### src/rtl/shiftreg_seq_ctrl.sv
// Sequencer for a 74HC595-style serial shift-register chain: shifts a word out, strobes the
// latch and captures the returned bits. Build with SHIFTREG_LSB_FIRST_EN for LSB-first order.
module shiftreg_seq_ctrl #(
  parameter int unsigned WIDTH = 8,
  parameter int unsigned DIV_W = 8
) (
  input  logic             clk,
  input  logic             rst,
  input  logic             start,
  input  logic [WIDTH-1:0] tx_data,
  input  logic [DIV_W-1:0] div,
  input  logic             sr_din,
  output logic             sr_dout,
  output logic             sr_clk,
  output logic             sr_latch,
  output logic             busy,
  output logic             done,
  output logic [WIDTH-1:0] rx_data
);

  localparam int unsigned CntW = (WIDTH > 1) ? $clog2(WIDTH) : 1;

  typedef enum logic [1:0] {
    StIdle,
    StSetup,
    StHigh,
    StLatch
  } state_e;

  state_e           state_q;
  logic [WIDTH-1:0] tx_sh_q;
  logic [WIDTH-1:0] rx_sh_q;
  logic [WIDTH-1:0] rx_data_q;
  logic [DIV_W-1:0] div_q;
  logic [DIV_W-1:0] phase_q;
  logic [CntW-1:0]  bit_q;
  logic             sr_dout_q;
  logic             sr_clk_q;
  logic             sr_latch_q;
  logic             busy_q;
  logic             done_q;

  logic             phase_last;
  logic             bit_last;
  logic             first_bit;
  logic             next_bit;
  logic [WIDTH-1:0] tx_shifted;
  logic [WIDTH-1:0] rx_shifted;

  // Phase counter runs 0..div inclusive, so div = all-ones never wraps early.
  assign phase_last = (phase_q == div_q);
  assign bit_last   = (bit_q == CntW'(WIDTH - 1));

`ifdef SHIFTREG_LSB_FIRST_EN
  assign first_bit  = tx_data[0];
  assign next_bit   = tx_sh_q[1];
  assign tx_shifted = tx_sh_q >> 1;
  assign rx_shifted = {sr_din, rx_sh_q[WIDTH-1:1]};
`else
  assign first_bit  = tx_data[WIDTH-1];
  assign next_bit   = tx_sh_q[WIDTH-2];
  assign tx_shifted = tx_sh_q << 1;
  assign rx_shifted = {rx_sh_q[WIDTH-2:0], sr_din};
`endif

  always_ff @(posedge clk) begin
    if (rst) begin
      state_q    <= StIdle;
      tx_sh_q    <= '0;
      rx_sh_q    <= '0;
      rx_data_q  <= '0;
      div_q      <= '0;
      phase_q    <= '0;
      bit_q      <= '0;
      sr_dout_q  <= 1'b0;
      sr_clk_q   <= 1'b0;
      sr_latch_q <= 1'b0;
      busy_q     <= 1'b0;
      done_q     <= 1'b0;
    end else begin
      done_q <= 1'b0;
      case (state_q)
        StIdle: begin
          if (start) begin
            state_q   <= StSetup;
            tx_sh_q   <= tx_data;
            div_q     <= div;
            phase_q   <= '0;
            bit_q     <= '0;
            sr_dout_q <= first_bit;
            busy_q    <= 1'b1;
          end
        end
        StSetup: begin
          if (phase_last) begin
            // Sample the return bit just before the rising shift edge.
            phase_q  <= '0;
            rx_sh_q  <= rx_shifted;
            sr_clk_q <= 1'b1;
            state_q  <= StHigh;
          end else begin
            phase_q <= phase_q + DIV_W'(1);
          end
        end
        StHigh: begin
          if (phase_last) begin
            phase_q  <= '0;
            sr_clk_q <= 1'b0;
            if (bit_last) begin
              sr_latch_q <= 1'b1;
              state_q    <= StLatch;
            end else begin
              bit_q     <= bit_q + CntW'(1);
              tx_sh_q   <= tx_shifted;
              sr_dout_q <= next_bit;
              state_q   <= StSetup;
            end
          end else begin
            phase_q <= phase_q + DIV_W'(1);
          end
        end
        StLatch: begin
          if (phase_last) begin
            phase_q    <= '0;
            sr_latch_q <= 1'b0;
            sr_dout_q  <= 1'b0;
            rx_data_q  <= rx_sh_q;
            done_q     <= 1'b1;
            busy_q     <= 1'b0;
            state_q    <= StIdle;
          end else begin
            phase_q <= phase_q + DIV_W'(1);
          end
        end
        default: begin
          state_q <= StIdle;
        end
      endcase
    end
  end

  assign sr_dout  = sr_dout_q;
  assign sr_clk   = sr_clk_q;
  assign sr_latch = sr_latch_q;
  assign busy     = busy_q;
  assign done     = done_q;
  assign rx_data  = rx_data_q;

endmodule

### config.mk
export PLATFORM = sky130hd
export DESIGN_NAME = shiftreg_seq_ctrl
export DESIGN_NICKNAME = d
export VERILOG_FILES = /design/src/rtl/shiftreg_seq_ctrl.sv
export SDC_FILE = /design/constraint.sdc
export NUM_CORES = 1
export LEC_CHECK = 0
export CAP_MARGIN = 10
export CORE_UTILIZATION = 35
export CTS_CLUSTER_SIZE = 25
export DETAILED_ROUTE_END_ITERATION = 10
export PLACE_DENSITY = 0.55
export SETUP_SLACK_MARGIN = 0.3
export SLEW_MARGIN = 20
export SYNTH_ARGS = -nofsm -noshare
export SYNTH_HDL_FRONTEND = slang
export SYNTH_SLANG_ARGS = --single-unit
### constraint.sdc
create_clock -name clk -period 2.5 [get_ports clk]
set_input_delay 0.5 -clock clk [delete_from_list [all_inputs] [get_ports clk]]
set_output_delay 0.5 -clock clk [all_outputs]
set_load 0.02 [all_outputs]
==> qor.txt, run 1 <==
outcome -> completed
min cycle time layout -> 2.07 ns
largest family of logic cells by synthesized area -> simple AND/OR/NAND/NOR gates
Synth Flop Type -> dfxtp_1
GP Congestion -> 0.769
total global-route track usage -> 0.157
1st-iter DRT viols -> 97
Hold Path Class -> flop to flop
WL final -> 4.63 mm
maximum clock frequency -> 0.484 GHz
max incr delay on CP -> 0.58 ns
setup bufs post-CTS -> 0
Synth area leader -> dfxtp_1
most frequent cell after synthesis -> dfxtp_1
CTS H-tree depth -> 2
Clk Latency, worst-skew pair -> 0.30 ns
layout cells sized above 1 -> 0.0798
post-DR vias/cell -> 5.09
#FFs+latches synth -> 49
TritonRoute pass-1 iters -> 4
Final Max Slew Viols -> 0
Post-Synth XOR/XNOR Area -> 0.0455
Avg Synthesized Cell Area -> 9.16 um^2
initial antenna violation count -> 0
Async S/R FF share, synth -> 0
worst-case clock buffer depth -> 2
Worst Path Max Fanout -> 6
DRC Markers -> 0
Commonest cells post-synth -> 49 x dfxtp_1, 31 x nand2_1, 23 x mux2i_1
Synth Area in Compound Gates -> 0.153
Synth top area share -> 0.464
Design Area, Final -> 0.00261 mm^2
mapped cell area -> 0.00212 mm^2
Core ar. -> 0.00568 mm^2
Detailed Place HPWL -> 3.23 mm
largest net degree at the start of global routing -> 23
slowest cell on the critical path -> or4_4
WP buf/inv -> 0
mux share of post-synthesis cell area -> 0.114
post-synthesis sequential area ratio -> 0.464
final setup fails -> 0
Setup CP Type -> flop to flop
Initial Util -> 0.373
adder-cell share of the synthesized area -> 0.0177
type of origin of the critical path -> flop
EDFF count, synth -> 0
fin worst setup slack -> 0.432 ns
arrival time worst endpoint -> 2.24 ns
Yosys warnings -> 0
Worst Max-Slew Pin Slew -> 0.561 ns
post-synthesis cell count -> 231
Avg WL per Cell -> 13.8 um
Unique masters post-synth -> 38
clock sink count -> 49
die area -> 0.00636 mm^2
Post-Syn Nets -> 254
Crit path required time -> 2.68 ns
CTS tree -> yes
# IOs -> 33
CP top delay family -> compound AO/OA/AOI/OAI gates
Nets -> 285
first-pass GRT wire length -> 7.80 mm
Num CTS Buffers -> 5
via count of the first global-routing pass -> 1,626
total congestion overflow -> 0
power per cell area -> 684 mW/mm^2
Leak -> 1.05 nW
placed cell area -> 0.00250 mm^2
slew margin rel. -> 0.624
Rows -> 27
crit share post-route -> 0.827
number of port buffers -> 32
Max-Cap Viols -> 0
Root Buffer -> clkbuf_8
Post-DRT Antenna Nets -> 0
synth top area cells -> dfxtp_1 46%, mux2i_1 11%, nand2_1 5.5%
Area growth, synth to finish -> 23.5%
Peak supply drop -> 0.296 mV
Overall Power -> 1.79 mW
Antenna diodes -> 0
setup_tns -> 0 ns
Die Y -> 79.8 um
via count -> 1,706
unrepaired setup endpoints after global routing -> no
final design utilization -> 0.461
CP endpoint kind -> flop
Critical Path, Cell by Cell -> xor2_1 > or4_4 > a2111o_1 > a221oi_2 > a311oi_1
Hold-fix buffers, CTS -> 0
Post-Place Setup Slack -> 0.396 ns
Hold Vio Cnt, Final -> 0
Clk pin slew, worst setup/hold paths -> 0.10 ns
post-synthesis simple-gate area fraction -> 0.166
clock skew -> 0.00992 ns
die width -> 79.8 um
[worst reg2reg max path, cell delays in order (launching register included)]
cell	delay [ns]
dfxtp_1	0.38
xor2_1	0.20
or4_4	0.58
a2111o_1	0.46
a221oi_2	0.25
a311oi_1	0.07
[kinds of logic (layout without fill, tap and decap cells)]
kind of cell / count (synthesis) / after routing
xor+xnor: 11 / 11
compound gates: 49 / 49
simple gates: 76 / 76
mux: 24 / 24
buf+inv: 19 / 51
flops: 49 / 49
fa+ha+maj: 3 / 3
[cells in the final DEF, fill, tap and decap left out, drive strengths merged, types with 3 or more instances in the layout]
master and n:
buf 6, nor2 20, nand2 31, inv 5, nor4 4, o21ai 8
clkbuf 5, a21oi 21, nand3 3, a311oi 9, dfxtp 49, clkdlybuf4s50 32
nor3 4, xor2 9, clkinv 3, nand3b 4, ha 3, mux2i 23
[where the power goes]
part	internal, mW	switching [mW]	total [mW]	leakage (nW)
Sequential	0.841	0.0510	0.892	0.399
Combinational	0.179	0.243	0.422	0.606
Clock	0.199	0.274	0.473	0.0481
Total	1.22	0.568	1.79	1.05
[sequential cells by signal, indices dropped and copies added, names as in the netlist]
| signal | cells |
|---|---|
| busy | 1 |
| sr_dout | 1 |
| phase_q | 8 |
| done | 1 |
| rx_sh_q | 8 |
| rx_data | 8 |
| bit_q | 3 |
| tx_sh_q | 7 |
| state_q | 2 |
| sr_clk | 1 |
| sr_latch | 1 |
| div_q | 8 |
[per-stage QoR]
step           hold WS [ns]  cells
2_1_floorplan         0.446    231
3_3_place_gp          0.459    327
3_5_place_dp          0.465    327
4_1_cts               0.482    335
5_1_grt               0.501    335
6_report              0.478    335
[routing by layer]
metal | up-vias | track usage | wire length [um]
met5 | - | 0 | 0
met4 | 0 | 0.0482 | 51
met3 | 6 | 0.0320 | 223
met2 | 34 | 0.241 | 2070
met1 | 786 | 0.219 | 2280
li1 | 880 | - | -
[final timing paths]
| path | startpoint | endpoint | slack, ns | cells past startpoint |
|---|---|---|---|---|
| worst max-delay path | phase_q[4] | sr_dout | 0.43 | 5 |
| worst min register to register | div_q[6] | div_q[6] | 0.48 | 2 |
| worst min-delay path | div_q[6] | div_q[6] | 0.48 | 2 |
| worst max register to register | phase_q[4] | sr_dout | 0.43 | 5 |
[area by class of cell]
| type | count | area [um^2] |
|---|---|---|
| Multi-Input combinational cell | 163 | 1070 |
| Sequential cell | 49 | 982 |
| Inverter | 5 | 18.8 |
| Clock inverter | 3 | 22.5 |
| Clock buffer | 5 | 68.8 |
| Tap cell | 72 | 90.1 |
| Timing Repair Buffer | 38 | 365 |
| Fill cell | 569 | 3060 |
[repair_timing]
| action | in CTS | in global routing |
|---|---|---|
| endpoints found under the setup margin | 1 | 8 |
| resized for setup | 1 | 3 |
| endpoints found under the hold margin | 0 | 0 |
Note: power is estimated with default switching activity, not from simulation.
==> inputs of run 2 (changes only) <==
Settings changed: PLACE_DENSITY 0.55 to 0.57.
Clock period 2.5 ns to 1.75 ns, I/O delays scaled along.
==> run 2 against run 1 <==
Effect of this change: the run now ends with negative setup slack left; die area stayed put; global-route usage is 1.1 points higher; register-to-register slack got worse by 0.62 ns; clock power grew 77%; first-iteration DRC count decreased by 34%; hold slack got worse by 0.011 ns; fmax up 6.9%; clock-buffer cell count is the same; routed wire length grew 3.9%; cell area is 10% higher; critical path type unchanged; highest routed layer unchanged.
==> qor.txt, run 2 (synthesis results as in run 1) <==
CTS H-tree depth -> 2 (unchanged)
initial antenna violation count -> 0 (unchanged)
Inst Count DP -> 351 (+7.3%)
outcome -> finished, violations left
clock skew -> 0.00400 ns (-0.00592 ns)
Final Max Slew Viols -> 0 (unchanged)
fin worst setup slack -> -0.184 ns (-0.616 ns)
Crit path required time -> 1.94 ns (-0.74 ns)
maximum clock frequency -> 0.517 GHz (+6.9%)
most frequent cells in the layout -> 44 x dfxtp_1, 31 x nand2_1, 30 x buf_4, 22 x mux2i_1, 21 x a21oi_1
GP Congestion -> 0.808 (+5.1%)
Area growth, synth to finish -> 36.3%
die width -> 79.8 um (unchanged)
Antenna diodes -> 0 (unchanged)
Post-Place Setup Slack -> -0.227 ns (-0.623 ns)
Die Y -> 79.8 um (unchanged)
Hold Vio Cnt, Final -> 0 (unchanged)
Hold Path Class -> flop to flop
Worst Max-Slew Pin Slew -> 0.300 ns (-0.261 ns)
arrival time worst endpoint -> 2.13 ns (-0.11 ns)
WL final -> 4.81 mm (+3.9%)
# IOs -> 33 (unchanged)
Detailed Place HPWL -> 3.34 mm (+3.6%)
worst-case clock buffer depth -> 2 (unchanged)
max incr delay on CP -> 0.60 ns (+0.02 ns)
Nets -> 314 (+10%)
Avg WL per Cell -> 13.2 um (-4.4%)
crit share post-route -> 1.11 (+0.278)
layout cells sized above 1 -> 0.199 (+0.119)
Clk pin slew, worst setup/hold paths -> 0.09 ns (about the same)
min cycle time layout -> 1.93 ns (-0.134 ns)
via count -> 1,794 (+5.2%)
Setup CP Type -> flop to flop
via count of the first global-routing pass -> 1,735 (+6.7%)
1st-iter DRT viols -> 64 (-34%)
largest net degree at the start of global routing -> 29 (+26%)
post-DR vias/cell -> 4.93 (-3.2%)
Critical Path, Cell by Cell -> xor2_1 > or4_4 > a2111o_1 > a221oi_2 > a311oi_1
commonest non-fill, non-tap cell in the layout -> dfxtp_1
Final Instance Count excl. Fillers -> 364 (+8.7%)
Initial Util -> 0.373 (unchanged)
Leak -> 1.28 nW (+21%)
failing checks -> negative setup slack
Clk Latency, worst-skew pair -> 0.30 ns (about the same)
final hold slack -> 0.467 ns (-0.0110 ns)
Post-DRT Antenna Nets -> 0 (unchanged)
DRC Markers -> 0 (unchanged)
filler cell count -> 551 (-3.2%)
clock sink count -> 49 (unchanged)
Root Buffer -> clkbuf_8
TritonRoute pass-1 iters -> 4 (unchanged)
die area -> 0.00636 mm^2 (unchanged)
Rows -> 27 (unchanged)
type of origin of the critical path -> flop
Max-Cap Viols -> 0 (unchanged)
CP endpoint kind -> flop
total global-route track usage -> 0.167 (+0.0107)
Overall Power -> 2.85 mW (+60%)
Peak supply drop -> 0.590 mV (+99%)
Worst Path Max Fanout -> 6 (unchanged)
setup_tns -> -1.88 ns (-1.88 ns)
Core ar. -> 0.00568 mm^2 (unchanged)
slew margin rel. -> 0.798 (+0.175)
power per cell area -> 990 mW/mm^2 (+45%)
unrepaired setup endpoints after global routing -> yes
first-pass GRT wire length -> 8.16 mm (+4.5%)
total congestion overflow -> 0 (unchanged)
number of port buffers -> 32 (unchanged)
Num CTS Buffers -> 5 (unchanged)
final setup fails -> 20 (+20)
slowest cell on the critical path -> or4_4
R2R Setup Slk -> -0.18 ns (-0.62 ns)
CTS tree -> yes
## run 2: metal layers
| layer | track usage | share of wire | up-vias |
|---|---|---|---|
| met2 | 0.268 | 0.44 | 26 |
| met4 | 0.0482 | 0.0085 | 0 |
| li1 | - | - | 937 |
| met5 | 0 | 0 | - |
| met3 | 0.0389 | 0.037 | 5 |
| met1 | 0.223 | 0.51 | 826 |
## run 2: timing repair
item                                   4_1_cts  5_1_grt
buffers inserted                             3        1
setup endpoints to repair                   62       49
pin swaps                                    5        6
hold buffers                                 0        0
endpoints found under the hold margin        0        0
resized for setup                           26        6
gates cloned                                 1        0
## run 2: path summary, 6_finish.rpt
path,from,endpoint,depth (start not counted)
max,phase_q[5],sr_dout,5
min,div_q[3],div_q[3],2
max reg2reg,phase_q[5],sr_dout,5
min reg2reg,div_q[3],div_q[3],2
## run 2: cell type report
class | count | area, um^2 | share of cell area
multi-input cells | 163 | 1080 | 0.376
flip-flops and latches | 49 | 987 | 0.342
repair buffers | 67 | 586 | 0.203
well taps | 72 | 90.1 | 0.0313
clock buffers | 5 | 68.8 | 0.0239
clock inverters | 3 | 47.5 | 0.0165
inverters | 5 | 18.8 | 0.00651
## run 2: critical path, delay by kind of cell (launching register included)
family	cells	cell delay (ns)
xor+xnor	1	0.17
flops	1	0.34
compound gates	3	0.72
simple gates	1	0.60
## run 2: where the power goes
part,switching (mW),internal [mW]
clock network,0.401,0.436
logic,0.386,0.358
registers,0.0685,1.20
## run 2: stage by stage
| stage | instance area [um^2] | utilization |
|---|---|---|
| after floorplan | 2120 | - |
| after global placement | 2690 | 0.474 |
| after detailed placement | 2690 | 0.474 |
| after CTS | 2860 | 0.503 |
| after global routing | 2880 | 0.508 |
| final | 2880 | 0.508 |
==> inputs of run 3 (changes only) <==
Settings changed: GPL_TIMING_DRIVEN set to 0.
==> run 3 against run 2 <==
Effect of this change: the flow still finishes with violations (negative setup slack); power shrank 2.4%; fmax shrank 4.5%; worst setup slack worse by 0.091 ns; clock power decreased by 13%; sequential share of layout area is 1.1 points higher; first-iteration DRC count is 20% lower.
==> qor.txt, run 3 (synthesis results as in run 1) <==
TritonRoute pass-1 iters -> 5 (+1)
commonest non-fill, non-tap cell in the layout -> dfxtp_1
Core ar. -> 0.00568 mm^2 (unchanged)
unrepaired setup endpoints after global routing -> yes
clock sink count -> 49 (unchanged)
Critical Path, Cell by Cell -> xor2_2 > or4_4 > buf_8 > a2111o_1 > a221oi_2 > a311oi_1
Root Buffer -> clkbuf_8
Design Area, Final -> 0.00284 mm^2 (-1.4%)
post-DR vias/cell -> 5.14 (+4.2%)
origin of the critical flop-to-flop path -> div_q[6]
crit share post-route -> 1.16 (+0.0518)
Setup CP Type -> flop to flop
Initial Util -> 0.373 (unchanged)
Clk pin slew, worst setup/hold paths -> 0.10 ns (about the same)
Hold Vio Cnt, Final -> 0 (unchanged)
WP buf/inv -> 1 (+1)
arrival time worst endpoint -> 2.20 ns (+0.07 ns)
Reg2Reg Depth -> 6 (+1)
slew margin rel. -> 0.611 (-0.187)
Worst Path Max Fanout -> 6 (unchanged)
Clk pwr share -> 0.260 (-0.034)
CP endpoint kind -> flop
outcome -> finished, violations left
via count of the first global-routing pass -> 1,702 (-1.9%)
CTS H-tree depth -> 2 (unchanged)
Peak supply drop -> 0.530 mV (-10%)
Clk Latency, worst-skew pair -> 0.30 ns (about the same)
critical path depth -> 6 (+1)
Max-Cap Viols -> 0 (unchanged)
Internal Power -> 1.87 mW (-6.5%)
Rows -> 27 (unchanged)
Leak -> 1.20 nW (-6.4%)
total global-route track usage -> 0.161 (-0.00636)
Antenna diodes -> 0 (unchanged)
number of port buffers -> 31 (-3.1%)
maximum clock frequency -> 0.494 GHz (-4.5%)
clock skew -> 0.00744 ns (+0.00344 ns)
fin worst setup slack -> -0.274 ns (-0.0906 ns)
total congestion overflow -> 0 (unchanged)
WL final -> 4.76 mm (-1.1%)
placed cell area -> 0.00252 mm^2 (-6.1%)
largest net degree at the start of global routing -> 19 (-34%)
worst-case clock buffer depth -> 2 (unchanged)
slowest cell on the critical path -> or4_4
via count -> 1,808 (+0.78%)
layout cells sized above 1 -> 0.204 (+0.00494)
Worst Max-Slew Pin Slew -> 0.578 ns (+0.278 ns)
# IOs -> 33 (unchanged)
Nets -> 302 (-3.8%)
CP top delay family -> compound AO/OA/AOI/OAI gates
failing checks -> negative setup slack
Die Y -> 79.8 um (unchanged)
worst setup path start -> div_q[6]
R2R Setup Slk -> -0.27 ns (-0.09 ns)
GP Congestion -> 0.785 (-2.9%)
Hold Path Class -> flop to flop
Crit path required time -> 1.93 ns (about the same)
max incr delay on CP -> 0.54 ns (-0.06 ns)
most frequent cells in the layout -> 40 x dfxtp_1, 31 x nand2_1, 23 x mux2i_1, 19 x nor2_1, 18 x clkdlybuf4s50_1
Detailed Place HPWL -> 3.25 mm (-2.8%)
1st-iter DRT viols -> 51 (-20%)
worst r2r dst -> sr_dout
Final Max Slew Viols -> 0 (unchanged)
CTS tree -> yes
initial antenna violation count -> 0 (unchanged)
DRC Markers -> 0 (unchanged)
Setup crit end -> sr_dout
P_sw -> 0.916 mW (+7.0%)
die width -> 79.8 um (unchanged)
Num CTS Buffers -> 5 (unchanged)
final setup fails -> 36 (+80%)
first-pass GRT wire length -> 7.94 mm (-2.6%)
Area growth, synth to finish -> 34.3%
Seq pwr share -> 0.452 (+0.007)
Overall Power -> 2.78 mW (-2.4%)
die area -> 0.00636 mm^2 (unchanged)
switch share -> 0.329 (+0.0291)
type of origin of the critical path -> flop
Post-DRT Antenna Nets -> 0 (unchanged)
Avg WL per Cell -> 13.5 um (+2.3%)
min cycle time layout -> 2.02 ns (+0.0906 ns)
power per cell area -> 979 mW/mm^2 (-1.0%)
combinational share of power -> 0.288 (+0.027)
==> run 3: cell count changes in the layout (fill, tap and decap cells not counted), sizes merged <==
cell | before | now
clkdlybuf4s50 | 19 | 18
bufinv | 1 | 0
buf | 35 | 16
clkbuf | 5 | 13
clkinv | 0 | 1
==> run 3: worst min-delay path by stage <==
stage | startpoint | endpoint | cells after the start
6_report | div_q[5] | div_q[5] | 2
5_1_grt | div_q[5] | div_q[5] | 2
4_1_cts | div_q[5] | div_q[5] | 2
3_5_place_dp | bit_q[2] | bit_q[2] | 1
3_3_place_gp | div_q[6] | div_q[6] | 2
2_1_floorplan | bit_q[1] | bit_q[1] | 1
==> run 3: cell type report <==
| class | count | area (um^2) |
|---|---|---|
| Fill cell | 559 | 2830 |
| Buffer | 14 | 100 |
| Inverter | 5 | 18.8 |
| Clock buffer | 5 | 68.8 |
| Sequential cell | 49 | 1000 |
| Multi-Input combinational cell | 163 | 1150 |
| Timing Repair Buffer | 41 | 380 |
| Clock inverter | 3 | 28.8 |
| Tap cell | 72 | 90.1 |
==> run 3: repair_timing <==
action                                  in CTS  in global routing
gates resized for setup                     42                 23
pin swaps                                   16                  6
buffers inserted                             7                  3
endpoints found under the setup margin      62                 49
hold buffers                                 0                  0
==> run 3: worst min-delay path, cell delays in order, from the launching register on <==
cell and delay [ns]:
dfxtp_1 0.33, nand2_1 0.05, a21oi_1 0.05
==> run 3: routing by layer <==
layer  global-route usage  wire length (um)  up-vias
li1                     -                 -      914
met3               0.0411               204       11
met2                0.237              2100       32
met4               0.0696               110        0
met1                0.221              2340      851
met5                    0                 0        -
==> run 3: metrics by stage <==
| step | utilization | std cells | setup slack (ns) | hold slack, ns | TNS (ns) |
|---|---|---|---|---|---|
| floorplan | - | 231 | -0.151 | 0.446 | -1.55 |
| global placement | 0.445 | 334 | -0.506 | 0.459 | -10.80 |
| detailed placement | 0.445 | 334 | -0.499 | 0.463 | -10.45 |
| CTS | 0.486 | 349 | -0.274 | 0.478 | -4.57 |
| global route | 0.501 | 352 | -0.364 | 0.499 | -8.69 |
| finish | 0.501 | 352 | -0.274 | 0.476 | -4.95 |
==> run 3: power by group through the flow <==
| stage | registers [mW] | clock network, mW | logic, mW |
|---|---|---|---|
| 3_5_place_dp | 1.28 | 0 | 0.627 |
| 3_3_place_gp | 1.28 | 0 | 0.622 |
| 6_report | 1.26 | 0.725 | 0.801 |
| 2_1_floorplan | 1.29 | 0 | 0.430 |
| 4_1_cts | 1.26 | 0.747 | 0.717 |
| 5_1_grt | 1.27 | 0.784 | 0.875 |
